## config.mk

```make
export PLATFORM = sky130hd
export DESIGN_NAME = keypad_time_entry
export DESIGN_NICKNAME = d
export VERILOG_FILES = /design/src/rtl/keypad_time_entry.sv
export SDC_FILE = /design/constraint.sdc
export NUM_CORES = 1
export LEC_CHECK = 0
export ABC_AREA = 1
export BUFFER_PORTS_ARGS = -buffer_cell sky130_fd_sc_hd__buf_2
export CAP_MARGIN = 20
export CORE_MARGIN = 10
export CORE_UTILIZATION = 38
export DETAILED_ROUTE_END_ITERATION = 16
export GPL_TIMING_DRIVEN = 1
export MAX_ROUTING_LAYER = met4
export PLACE_DENSITY = 0.57
export SYNTH_ARGS = -nofsm -noshare
export SYNTH_HDL_FRONTEND = slang
export SYNTH_SLANG_ARGS = --single-unit
```

## constraint.sdc

```tcl
create_clock -name clk -period 3 [get_ports clk]
set_clock_uncertainty 0.2 [all_clocks]
set_input_delay 0.45 -clock clk [delete_from_list [all_inputs] [get_ports clk]]
set_output_delay 0.45 -clock clk [all_outputs]
set_load 0.02 [all_outputs]
```

## src/rtl/keypad_time_entry.sv

```systemverilog
// -----------------------------------------------------------------------------
// keypad_time_entry
//
// Scans a 4x4 active-low matrix keypad, debounces it over whole scans, and
// turns accepted key presses into a BCD time edit buffer.  A value reaches
// time_bcd only on '#' and only when its fields are in range.
//
// Key map (row r, col c):  r0 = 1 2 3 A   r1 = 4 5 6 B
//                          r2 = 7 8 9 C   r3 = * 0 # D
// Codes: digits 0-9, A-D = 0xA-0xD, '*' = 0xE, '#' = 0xF.
//
// Ports
//   clk        system clock
//   rst_n      asynchronous active-low reset
//   en         entry enable (level); low clears the edit buffer and parks the scan
//   mode       0 = 4-digit XX:YY in the m/s positions, 1 = hh:mm:ss
//   row[3:0]   keypad rows, active-low, asynchronous to clk
//   col[3:0]   keypad column drive, active-low one-hot (1111 when idle)
//   edit_bcd   live edit buffer {h1,h2,m1,m2,s1,s2}
//   time_bcd   last committed value, same packing
//   entry_cnt  digits entered since the last clear (saturating)
//   key_valid  one-cycle pulse per accepted press
//   key_code   code of the last accepted key
//   commit     one-cycle pulse when time_bcd is updated
//   err        one-cycle pulse when a commit is rejected
// -----------------------------------------------------------------------------
module keypad_time_entry #(
    parameter int CLK_HZ         = 100_000_000,
    parameter int SCAN_HZ        = 1000,
    parameter int DEBOUNCE_SCANS = 20
) (
    input  logic        clk,
    input  logic        rst_n,
    input  logic        en,
    input  logic        mode,
    input  logic [3:0]  row,
    output logic [3:0]  col,
    output logic [23:0] edit_bcd,
    output logic [23:0] time_bcd,
    output logic [2:0]  entry_cnt,
    output logic        key_valid,
    output logic [3:0]  key_code,
    output logic        commit,
    output logic        err
);

    localparam int TICK_DIV = CLK_HZ / SCAN_HZ;
    localparam int TICK_W   = (TICK_DIV > 1) ? $clog2(TICK_DIV) : 1;
    localparam logic [TICK_W-1:0] TICK_LAST = TICK_W'(TICK_DIV - 1);
    localparam logic [7:0] DEB_N = 8'(DEBOUNCE_SCANS);

    typedef enum logic [1:0] {
        S_IDLE,
        S_PRESS_DEB,
        S_HELD,
        S_RELEASE_DEB
    } state_t;

    // -------------------------------------------------------------------------
    // Row synchronizer (idle rows read high)
    // -------------------------------------------------------------------------
    logic [3:0] row_meta;
    logic [3:0] row_sync;

    // NOTE: sequential state is written with non-blocking assignments so every
    // flop samples the pre-edge value; blocking here would collapse the
    // two-flop chain into one.
    always_ff @(posedge clk or negedge rst_n) begin
        if (!rst_n) begin
            row_meta <= 4'hF;
            row_sync <= 4'hF;
        end else begin
            row_meta <= row;
            row_sync <= row_meta;
        end
    end

    // -------------------------------------------------------------------------
    // Key lookup
    // -------------------------------------------------------------------------
    function automatic logic [3:0] key_lut(input logic [1:0] r, input logic [1:0] c);
        logic [3:0] code;
        case ({r, c})
            4'b00_00: code = 4'h1;
            4'b00_01: code = 4'h2;
            4'b00_10: code = 4'h3;
            4'b00_11: code = 4'hA;
            4'b01_00: code = 4'h4;
            4'b01_01: code = 4'h5;
            4'b01_10: code = 4'h6;
            4'b01_11: code = 4'hB;
            4'b10_00: code = 4'h7;
            4'b10_01: code = 4'h8;
            4'b10_10: code = 4'h9;
            4'b10_11: code = 4'hC;
            4'b11_00: code = 4'hE;
            4'b11_01: code = 4'h0;
            4'b11_10: code = 4'hF;
            default:  code = 4'hD;
        endcase
        return code;
    endfunction

    // Range check for a commit: digits <= 9, tens of minutes/seconds <= 5,
    // and in six-digit mode the hour must not exceed 23.
    function automatic logic fields_ok(input logic [23:0] b, input logic six);
        logic ok;
        ok = 1'b1;
        for (int i = 0; i < 6; i++) begin
            if (b[i*4 +: 4] > 4'd9) ok = 1'b0;
        end
        if (b[15:12] > 4'd5) ok = 1'b0;
        if (b[7:4]   > 4'd5) ok = 1'b0;
        if (six && ((b[23:20] > 4'd2) ||
                    ((b[23:20] == 4'd2) && (b[19:16] > 4'd3)))) ok = 1'b0;
        return ok;
    endfunction

    // -------------------------------------------------------------------------
    // Column scan: per-tick sample, whole-scan classification
    // -------------------------------------------------------------------------
    logic [TICK_W-1:0] tick_cnt;
    logic [1:0]        acc_hits;   // keys seen so far this scan: 0, 1, 2 = many
    logic [3:0]        acc_code;
    state_t            state;
    logic [7:0]        deb_cnt;
    logic [3:0]        cand;

    logic [1:0] col_idx;
    logic [3:0] rows_dn;
    logic [1:0] row_idx;
    logic [1:0] col_hits;
    logic [2:0] hit_sum;
    logic [1:0] scan_hits;
    logic [3:0] scan_code;
    logic       tick;
    logic       scan_done;
    logic       scan_one;
    logic       scan_none;
    logic [7:0] deb_next;
    logic       accept;
    logic [3:0] accept_code;

    // NOTE: every signal assigned in an always_comb gets a default first, so no
    // path leaves it unassigned and no latch is inferred.
    always_comb begin
        col_idx = 2'd0;
        case (col)
            4'b1110: col_idx = 2'd0;
            4'b1101: col_idx = 2'd1;
            4'b1011: col_idx = 2'd2;
            4'b0111: col_idx = 2'd3;
            default: col_idx = 2'd0;
        endcase

        rows_dn = ~row_sync;
        row_idx = 2'd0;
        case (rows_dn)
            4'b0010: row_idx = 2'd1;
            4'b0100: row_idx = 2'd2;
            4'b1000: row_idx = 2'd3;
            default: row_idx = 2'd0;
        endcase

        // Clearing the lowest set bit leaves zero only for a single key.
        if (rows_dn == 4'd0)
            col_hits = 2'd0;
        else if ((rows_dn & 4'(rows_dn - 4'd1)) == 4'd0)
            col_hits = 2'd1;
        else
            col_hits = 2'd2;

        hit_sum   = {1'b0, acc_hits} + {1'b0, col_hits};
        scan_hits = (hit_sum > 3'd2) ? 2'd2 : hit_sum[1:0];
        scan_code = (col_hits == 2'd1) ? key_lut(row_idx, col_idx) : acc_code;

        tick      = en && (col != 4'hF) && (tick_cnt == TICK_LAST);
        scan_done = tick && (col_idx == 2'd3);
        scan_one  = (scan_hits == 2'd1);
        scan_none = (scan_hits == 2'd0);
        deb_next  = deb_cnt + 8'd1;

        // A press is accepted at the end of the scan that completes the
        // debounce count; DEBOUNCE_SCANS = 1 accepts straight from IDLE.
        accept      = 1'b0;
        accept_code = cand;
        if (scan_done && scan_one) begin
            if (state == S_IDLE && DEB_N == 8'd1) begin
                accept      = 1'b1;
                accept_code = scan_code;
            end else if (state == S_PRESS_DEB && scan_code == cand && deb_next == DEB_N) begin
                accept      = 1'b1;
                accept_code = cand;
            end
        end
    end

    // Scan sequencing and debounce FSM
    always_ff @(posedge clk or negedge rst_n) begin
        if (!rst_n) begin
            col      <= 4'hF;
            tick_cnt <= '0;
            acc_hits <= 2'd0;
            acc_code <= 4'h0;
            state    <= S_IDLE;
            deb_cnt  <= 8'd0;
            cand     <= 4'h0;
        end else if (!en) begin
            col      <= 4'hF;
            tick_cnt <= '0;
            acc_hits <= 2'd0;
            acc_code <= 4'h0;
            state    <= S_IDLE;
            deb_cnt  <= 8'd0;
        end else if (col == 4'hF) begin
            // First cycle after enable: start driving column 0.
            col      <= 4'b1110;
            tick_cnt <= '0;
            acc_hits <= 2'd0;
            acc_code <= 4'h0;
        end else begin
            tick_cnt <= tick ? '0 : tick_cnt + 1'b1;
            if (tick) begin
                col <= {col[2:0], col[3]};
                if (scan_done) begin
                    acc_hits <= 2'd0;
                    acc_code <= 4'h0;
                end else begin
                    acc_hits <= scan_hits;
                    acc_code <= scan_code;
                end
            end

            if (scan_done) begin
                case (state)
                    S_IDLE: begin
                        if (scan_one) begin
                            cand    <= scan_code;
                            deb_cnt <= 8'd1;
                            state   <= (DEB_N == 8'd1) ? S_HELD : S_PRESS_DEB;
                        end
                    end
                    S_PRESS_DEB: begin
                        if (scan_one && scan_code == cand) begin
                            deb_cnt <= deb_next;
                            if (deb_next == DEB_N) state <= S_HELD;
                        end else begin
                            state <= S_IDLE;
                        end
                    end
                    S_HELD: begin
                        // Any key activity, even several keys, keeps the press held.
                        if (scan_none) begin
                            deb_cnt <= 8'd1;
                            state   <= (DEB_N == 8'd1) ? S_IDLE : S_RELEASE_DEB;
                        end
                    end
                    S_RELEASE_DEB: begin
                        if (scan_none) begin
                            deb_cnt <= deb_next;
                            if (deb_next == DEB_N) state <= S_IDLE;
                        end else begin
                            state <= S_HELD;
                        end
                    end
                    default: state <= S_IDLE;
                endcase
            end
        end
    end

    // -------------------------------------------------------------------------
    // Entry buffer
    // -------------------------------------------------------------------------
    logic [23:0] edit_norm;
    logic [2:0]  cnt_norm;
    logic [2:0]  cnt_max;
    logic [23:0] edit_nx;
    logic [23:0] time_nx;
    logic [2:0]  cnt_nx;
    logic        commit_nx;
    logic        err_nx;

    always_comb begin
        // In four-digit mode the hour digits are held at zero and the count
        // clamped, which also covers a mode switch in the middle of an entry.
        edit_norm = mode ? edit_bcd : {8'h00, edit_bcd[15:0]};
        cnt_norm  = (!mode && entry_cnt > 3'd4) ? 3'd4 : entry_cnt;
        cnt_max   = mode ? 3'd6 : 3'd4;

        edit_nx   = edit_norm;
        cnt_nx    = cnt_norm;
        time_nx   = time_bcd;
        commit_nx = 1'b0;
        err_nx    = 1'b0;

        if (accept) begin
            case (accept_code)
                4'hA: begin
                    edit_nx = mode ? {4'h0, edit_norm[23:4]} : {12'h000, edit_norm[15:4]};
                    cnt_nx  = (cnt_norm == 3'd0) ? 3'd0 : cnt_norm - 3'd1;
                end
                4'hE: begin
                    edit_nx = 24'h0;
                    cnt_nx  = 3'd0;
                end
                4'hF: begin
                    if (fields_ok(edit_norm, mode)) begin
                        time_nx   = edit_norm;
                        commit_nx = 1'b1;
                    end else begin
                        err_nx = 1'b1;
                    end
                end
                4'hB, 4'hC, 4'hD: begin
                end
                default: begin
                    edit_nx = mode ? {edit_norm[19:0], accept_code}
                                   : {8'h00, edit_norm[11:0], accept_code};
                    cnt_nx  = (cnt_norm >= cnt_max) ? cnt_max : cnt_norm + 3'd1;
                end
            endcase
        end
    end

    always_ff @(posedge clk or negedge rst_n) begin
        if (!rst_n) begin
            edit_bcd  <= 24'h0;
            time_bcd  <= 24'h0;
            entry_cnt <= 3'd0;
            key_valid <= 1'b0;
            key_code  <= 4'h0;
            commit    <= 1'b0;
            err       <= 1'b0;
        end else if (!en) begin
            // Disabled: drop the edit, keep the committed value and last key.
            edit_bcd  <= 24'h0;
            entry_cnt <= 3'd0;
            key_valid <= 1'b0;
            commit    <= 1'b0;
            err       <= 1'b0;
        end else begin
            edit_bcd  <= edit_nx;
            time_bcd  <= time_nx;
            entry_cnt <= cnt_nx;
            key_valid <= accept;
            commit    <= commit_nx;
            err       <= err_nx;
            if (accept) key_code <= accept_code;
        end
    end

endmodule

```

==> Word level (Yosys, flattened, before mapping) <==
Memory sizes are Yosys's and may differ from the RTL's.
Cells that the tools add are included.
{ "totals": {"output_inout_bits": 62, "reg_bits": 107, "rom_bits": 64, "input_bits": 8, "elab_cells": 168, "n_memories": 1} }
{ "memory_table": {"columns": ["name", "depth", "word_bits", "rd", "rd_ports_with_merged_regs", "wr", "line_no", "rtl"], "rows": [
  ["(name not given)", 16, 4, 1, 0, 0, "83", "case ({r, c})"]
]} }
{ "op_classes": {"n_reduce_logical": 23, "magnitude_cmp": 13, "n_bitwise": 3, "add_sub_neg": 6, "n_eq_ne": 33, "muxes": 73} }
{ "op_table": {"columns": ["op", "n"], "rows": [
  ["24-bit two-way mux", 4],
  ["24-bit one-hot mux with 3 select lines", 1],
  ["8-bit two-way mux", 7],
  ["17-bit two-way mux", 3],
  ["4-bit == test, second input constant", 10],
  ["2-bit two-way mux", 17],
  ["4-bit two-way mux", 8],
  ["8-bit one-hot mux with 4 select lines", 1],
  ["4-bit greater-than comparator, second input constant", 6],
  ["1-bit two-way mux", 22],
  ["20-bit two-way mux", 1],
  ["17-bit by 1-bit adder with 17-bit output, second input constant", 1],
  ["17-bit == test, second input constant", 1],
  ["3-bit two-way mux", 5],
  ["4-bit != test, second input constant", 3],
  ["2-bit one-hot mux with 3 select lines", 2],
  ["6-bit AND reduction", 2],
  ["1-bit logical AND", 10],
  ["3-bit != test, second input constant", 3],
  ["3-bit one-hot mux with 3 select lines", 1],
  ["8-bit by 1-bit adder with 8-bit output, second input constant", 1],
  ["4-bit by 2-bit == test with 1-bit output, second input constant", 2],
  ["4-bit by 3-bit == test with 1-bit output, second input constant", 2],
  ["8-bit by 5-bit == test with 1-bit output, second input constant", 1],
  ["29 further kinds", 37]
]} }

==> Depth between registers and ports, before layout <==
{ "depth": {"depth_word": 18, "ltp_mapped": 20, "mapped_depth_nobuf": 20} }

==> Worst setup path before layout <==
Ideal clock, no wire load.
{ "synth_path": {"kind": "flip-flop to flip-flop", "start": "reg row_sync[3]", "end": "reg time_bcd[12]", "t_arrival_ns": 2.883, "stages_incl_launch_ff": 21, "setup_ns": 0.117, "n_path_buf": 1, "required_time_ns": 2.683, "period_less_slack_ns": 3.201, "path_slack_ns": -0.201, "path_cell_list": "dfstp_2 nand2_1 inv_2 nand2_1 nand2_2 nand2_2 inv_2 ha_1 fa_1 nor2_1 inv_1 nor2_1 inv_1 nor3_2 and2_1 nand3_4 nor2_8 nand3_4 buf_6 nand2_1 nand2_1"} }
{ "synth_between": {"elab_chain_len": 14, "elab_cells_between_ends": 25, "cone_classes": "add/sub: 2; order compare: 1; eq/ne: 6; mux: 7; bitwise: 2; reduce/logical: 6; memory: 1"} }
{ "synth_rtl": {"columns": ["item", "line_no", "rtl"], "rows": [
  ["from (decl)", "63", "logic [3:0] row_sync;"],
  ["from (signal assigned)", "74", "row_sync <= row_meta;"],
  ["4-bit inverter (*)", "156", "rows_dn = ~row_sync;"],
  ["branches (longest 11 deep; another with 4-bit by 1-bit subtractor with 4-bit output)", null, null],
  ["1-bit two-way mux (*)", "187", "if (scan_done && scan_one) begin"],
  ["4-bit AND reduction (no line) (*)", null, null],
  ["to (signal assigned)", "344", "time_bcd <= time_nx;"],
  ["to (decl)", "39", "output logic [23:0] time_bcd,"]
]} }
Every way passes the cells marked *.
A chain may end at the register's enable or synchronous reset.

==> Worst setup path in the final report <==
{ "layout_path": {"start": "reg row_sync[1]", "end": "reg edit_bcd[21]"} }
{ "layout_between": {"elab_chain_len": 15, "elab_cells_between_ends": 26, "cone_classes": "add/sub: 2; order compare: 1; eq/ne: 6; mux: 9; bitwise: 2; reduce/logical: 5; memory: 1"} }
{ "layout_rtl": {"columns": ["item", "line_no", "rtl"], "rows": [
  ["4-bit inverter (*)", "156", null],
  ["branches (longest 11 deep; another with 4-bit by 1-bit subtractor with 4-bit output)", null, null],
  ["1-bit two-way mux (*)", "187", null],
  ["24-bit two-way mux (*)", "297", "if (accept) begin"],
  ["24-bit two-way mux (*)", "335", "end else if (!en) begin"],
  ["to (signal assigned)", "343", "edit_bcd <= edit_nx;"],
  ["to (decl)", "38", "output logic [23:0] edit_bcd,"]
]} }
Marks and branches as above.

==> results.cfg <==
[finish]
final_core_util_pct = 46.4
multi_input_area_sq_um = 2640
ff_latch_area_sq_um = 2690
n_antenna_cell = 0
final_cells = 1008
fillers = 1471
layout-drive-gt1-share_pct = 26.2
syn_to_final_growth_pct = 20.6
fin_nets = 835

[grt]
grt_usage_pct = 14.9
gr-total-overflow = 0
first_global_vias = 4920
antenna_found_initial = 0
grt_pass1_wl_mm = 24.3
grt_max_degree = 47

[route]
drt-pass1-iter-count = 5
vias = 5125
drc_errors = 0
drt-total-wl_mm = 14.8
avgViaCountPerCell = 5.08
drt_first_iter_violations = 315
wl_per_cell_microns = 14.7
drtAntennaViolNets = 0

[synth]
synth.distinct_cells = 44
synth_edf_count = 0
synth_compound_area_share_pct = 12.3
synthFlopType = dfrtp_1
synth-adder-area-share_pct = 2.72
syn_nets = 751
synth-simple-area-share_pct = 26.5
synthArstFlopShare_pct = 100
syn_area_sq_um = 5790
syn_inst = 731
seq_area_frac_synth_pct = 46.5
synth.avg_cell_area_sq_um = 7.91
synthMuxAreaShare_pct = 0
synth_xor_area_share_pct = 0.908
ys_warn_count = 0
synth_top_family_by_area = simple AND/OR/NAND/NOR gates
synth_seq_cells = 107

[floorplan]
rows = 45
fp.dieArea_sq_um = 20600
fp.coreArea_sq_um = 15000
io_pins = 70
chipHeight_microns = 143
die_width_microns = 143
initial_utilization_pct = 38.5

[cts]
clockBufferDepth = 2
htreeDepth = 3
numCtsBuffers = 9
root_buffer = clkbuf_16
cts_tree = built
worstSkewPairLatency_ns = 0.36
clk_pin_slew_ns = 0.07
clock-sinks = 107

[sta]
finalCriticalPeriod_ns = 3.09
relSlewSlack_pct = 56.8
rsz0062_at_grt = yes
fmax_ghz = 0.324
holdWs_ns = 0.155
hold_viol_final = 0
slew_violations = 0
setup-violations-final = 33
setup_slack_ns = -0.0896
tightest_slew_ns = 0.648
finalCritPeriodShare_pct = 103
setup-tns-final_ns = -1.52

[critical_path]
start_kind = flop
crit_required_ns = 3.04
rrSetupSlack_ns = -0.09
crit_fanout = 10
end_kind = flop
worst-setup-path-type = flop to flop
cp_data_arrival_time_ns = 3.13

[pwr]
total_leakage_power_nw = 3.54
p_per_area_nw_per_um2 = 441
max-vdd-ir-drop_mv = 0.340

[placed_design]
hpwl_mm = 10.3
gp_congestion = 0.880
dp_cells = 973
port_buffers = 69
pre_cts_slack_ns = -0.154

[run]
cap_violations = 0

[status]
status = finished, violations left
violations = negative setup slack

[worst_hold_path]
hp-class = flop to flop
## critical path, cell delays in order (launching register included)
cell and delay [ns]:
dfstp_2 0.56, nand2_2 0.07, nor2_2 0.11, inv_2 0.05, nand2_4 0.06, inv_4 0.04, ha_4 0.14, fa_1 0.44
nor2_2 0.14, inv_2 0.06, nor2_4 0.09, inv_2 0.06, nor3_2 0.10, and2_4 0.17, nand3_4 0.10, buf_4 0.16
buf_6 0.14, buf_6 0.14, nand3_1 0.06, o21ai_0 0.08
## worst paths after layout
path                        startpoint            to  cells after the start
setup / recovery           row_sync[1]  edit_bcd[21]                     19
hold / removal             row_meta[3]   row_sync[3]                      0
setup reg to reg           row_sync[1]  edit_bcd[21]                     19
hold reg to reg            row_meta[3]   row_sync[3]                      0
max in group asynchronous        rst_n   row_sync[2]                      3
min in group asynchronous        rst_n   time_bcd[5]                      2
## repair_timing
item / 4_1_cts / 5_1_grt
gates cloned: 3 / 1
buffers inserted: 5 / 4
pin swaps: 2 / 14
hold buffers: 5 / 0
resized for setup: 10 / 45
endpoints found under the setup margin: 37 / 71
endpoints found under the hold margin: 48 / 0
## sequential cells by signal, summed over array words and instances (netlist names), 4 cells and up
name / cells
row_meta: 4
cand: 4
acc_code: 4
key_code: 4
col: 4
row_sync: 4
time_bcd: 24
deb_cnt: 8
tick_cnt: 17
edit_bcd: 24
## metal layers
layer	up-vias	share of wire, %	routed length, microns	GRT usage [%]
met5	-	0	0	-
met3	16	6.1	908	3.83
li1	2541	-	-	-
met4	0	1.6	235	4.41
met2	122	48	7090	24.5
met1	2446	44	6550	17.8
## cells by family (layout without fill, tap and decap cells)
family | count (synthesis) | count (layout)
buffers and inverters | 143 | 229
and+or+nand+nor | 338 | 341
xor gates and xnor gates | 6 | 6
DFF | 107 | 107
adders and majority gates | 12 | 12
AOI/OAI and AO/OA | 125 | 125
## stage by stage
step | area [sq um] | power, W
2_1_floorplan | 5820 | 0.00175
3_3_place_gp | 6350 | 0.00186
3_5_place_dp | 6350 | 0.00187
4_1_cts | 6820 | 0.00311
5_1_grt | 6980 | 0.00323
6_report | 6980 | 0.00308
## cell usage after synthesis, types with 6 or more instances
master	count	area, sq um
o31ai_1	10	75.1
buf_4	20	150
nor2_1	47	176
clkbuf_1	16	60.1
a21oi_1	17	85.1
o21ai_1	17	85.1
inv_1	89	334
inv_2	12	45.0
a31oi_1	6	37.5
nand4_1	28	175
dfrtp_1	95	2380
ha_1	11	138
nand2_1	193	724
dfstp_2	12	315
nand3_1	32	160
o22ai_1	6	37.5
nor3_1	10	50.1
o21ai_0	55	275
## final cells by class
cell class | count | area share [%]
Sequential cell | 107 | 38.6
Multi-Input combinational cell | 484 | 37.8
Timing Repair Buffer | 110 | 10.0
Inverter | 102 | 5.70
Tap cell | 188 | 3.37
Clock buffer | 10 | 3.28
Clock inverter | 6 | 1.06
Timing Repair inverter | 1 | 0.233
## placed cells by master, fill, tap and decap left out, drive strengths merged, types with 5 or more instances in the layout
| master | netlist | routed |
|---|---|---|
| nand2 | 198 | 198 |
| buf | 24 | 105 |
| inv | 101 | 101 |
| dfrtp | 95 | 95 |
| o21ai | 72 | 72 |
| nor2 | 57 | 57 |
| nand3 | 36 | 39 |
| nand4 | 29 | 29 |
| a21oi | 17 | 17 |
| dfstp | 12 | 12 |
| nor3 | 11 | 11 |
| ha | 11 | 11 |
| o31ai | 10 | 10 |
| clkbuf | 17 | 10 |
| o22ai | 6 | 6 |
| a31oi | 6 | 6 |
| xor2 | 5 | 5 |
| dlygate4sd3 | 0 | 5 |
| clkinv | 1 | 5 |
## power breakdown
part	switching, W	internal, W	leakage, nW	total [W]
sequential	0.0000317	0.00148	1.45	0.00151
clock	0.000561	0.000657	0.141	0.00122
combinational	0.000234	0.000116	1.95	0.000350
Note: power is estimated with default switching activity, not from simulation.
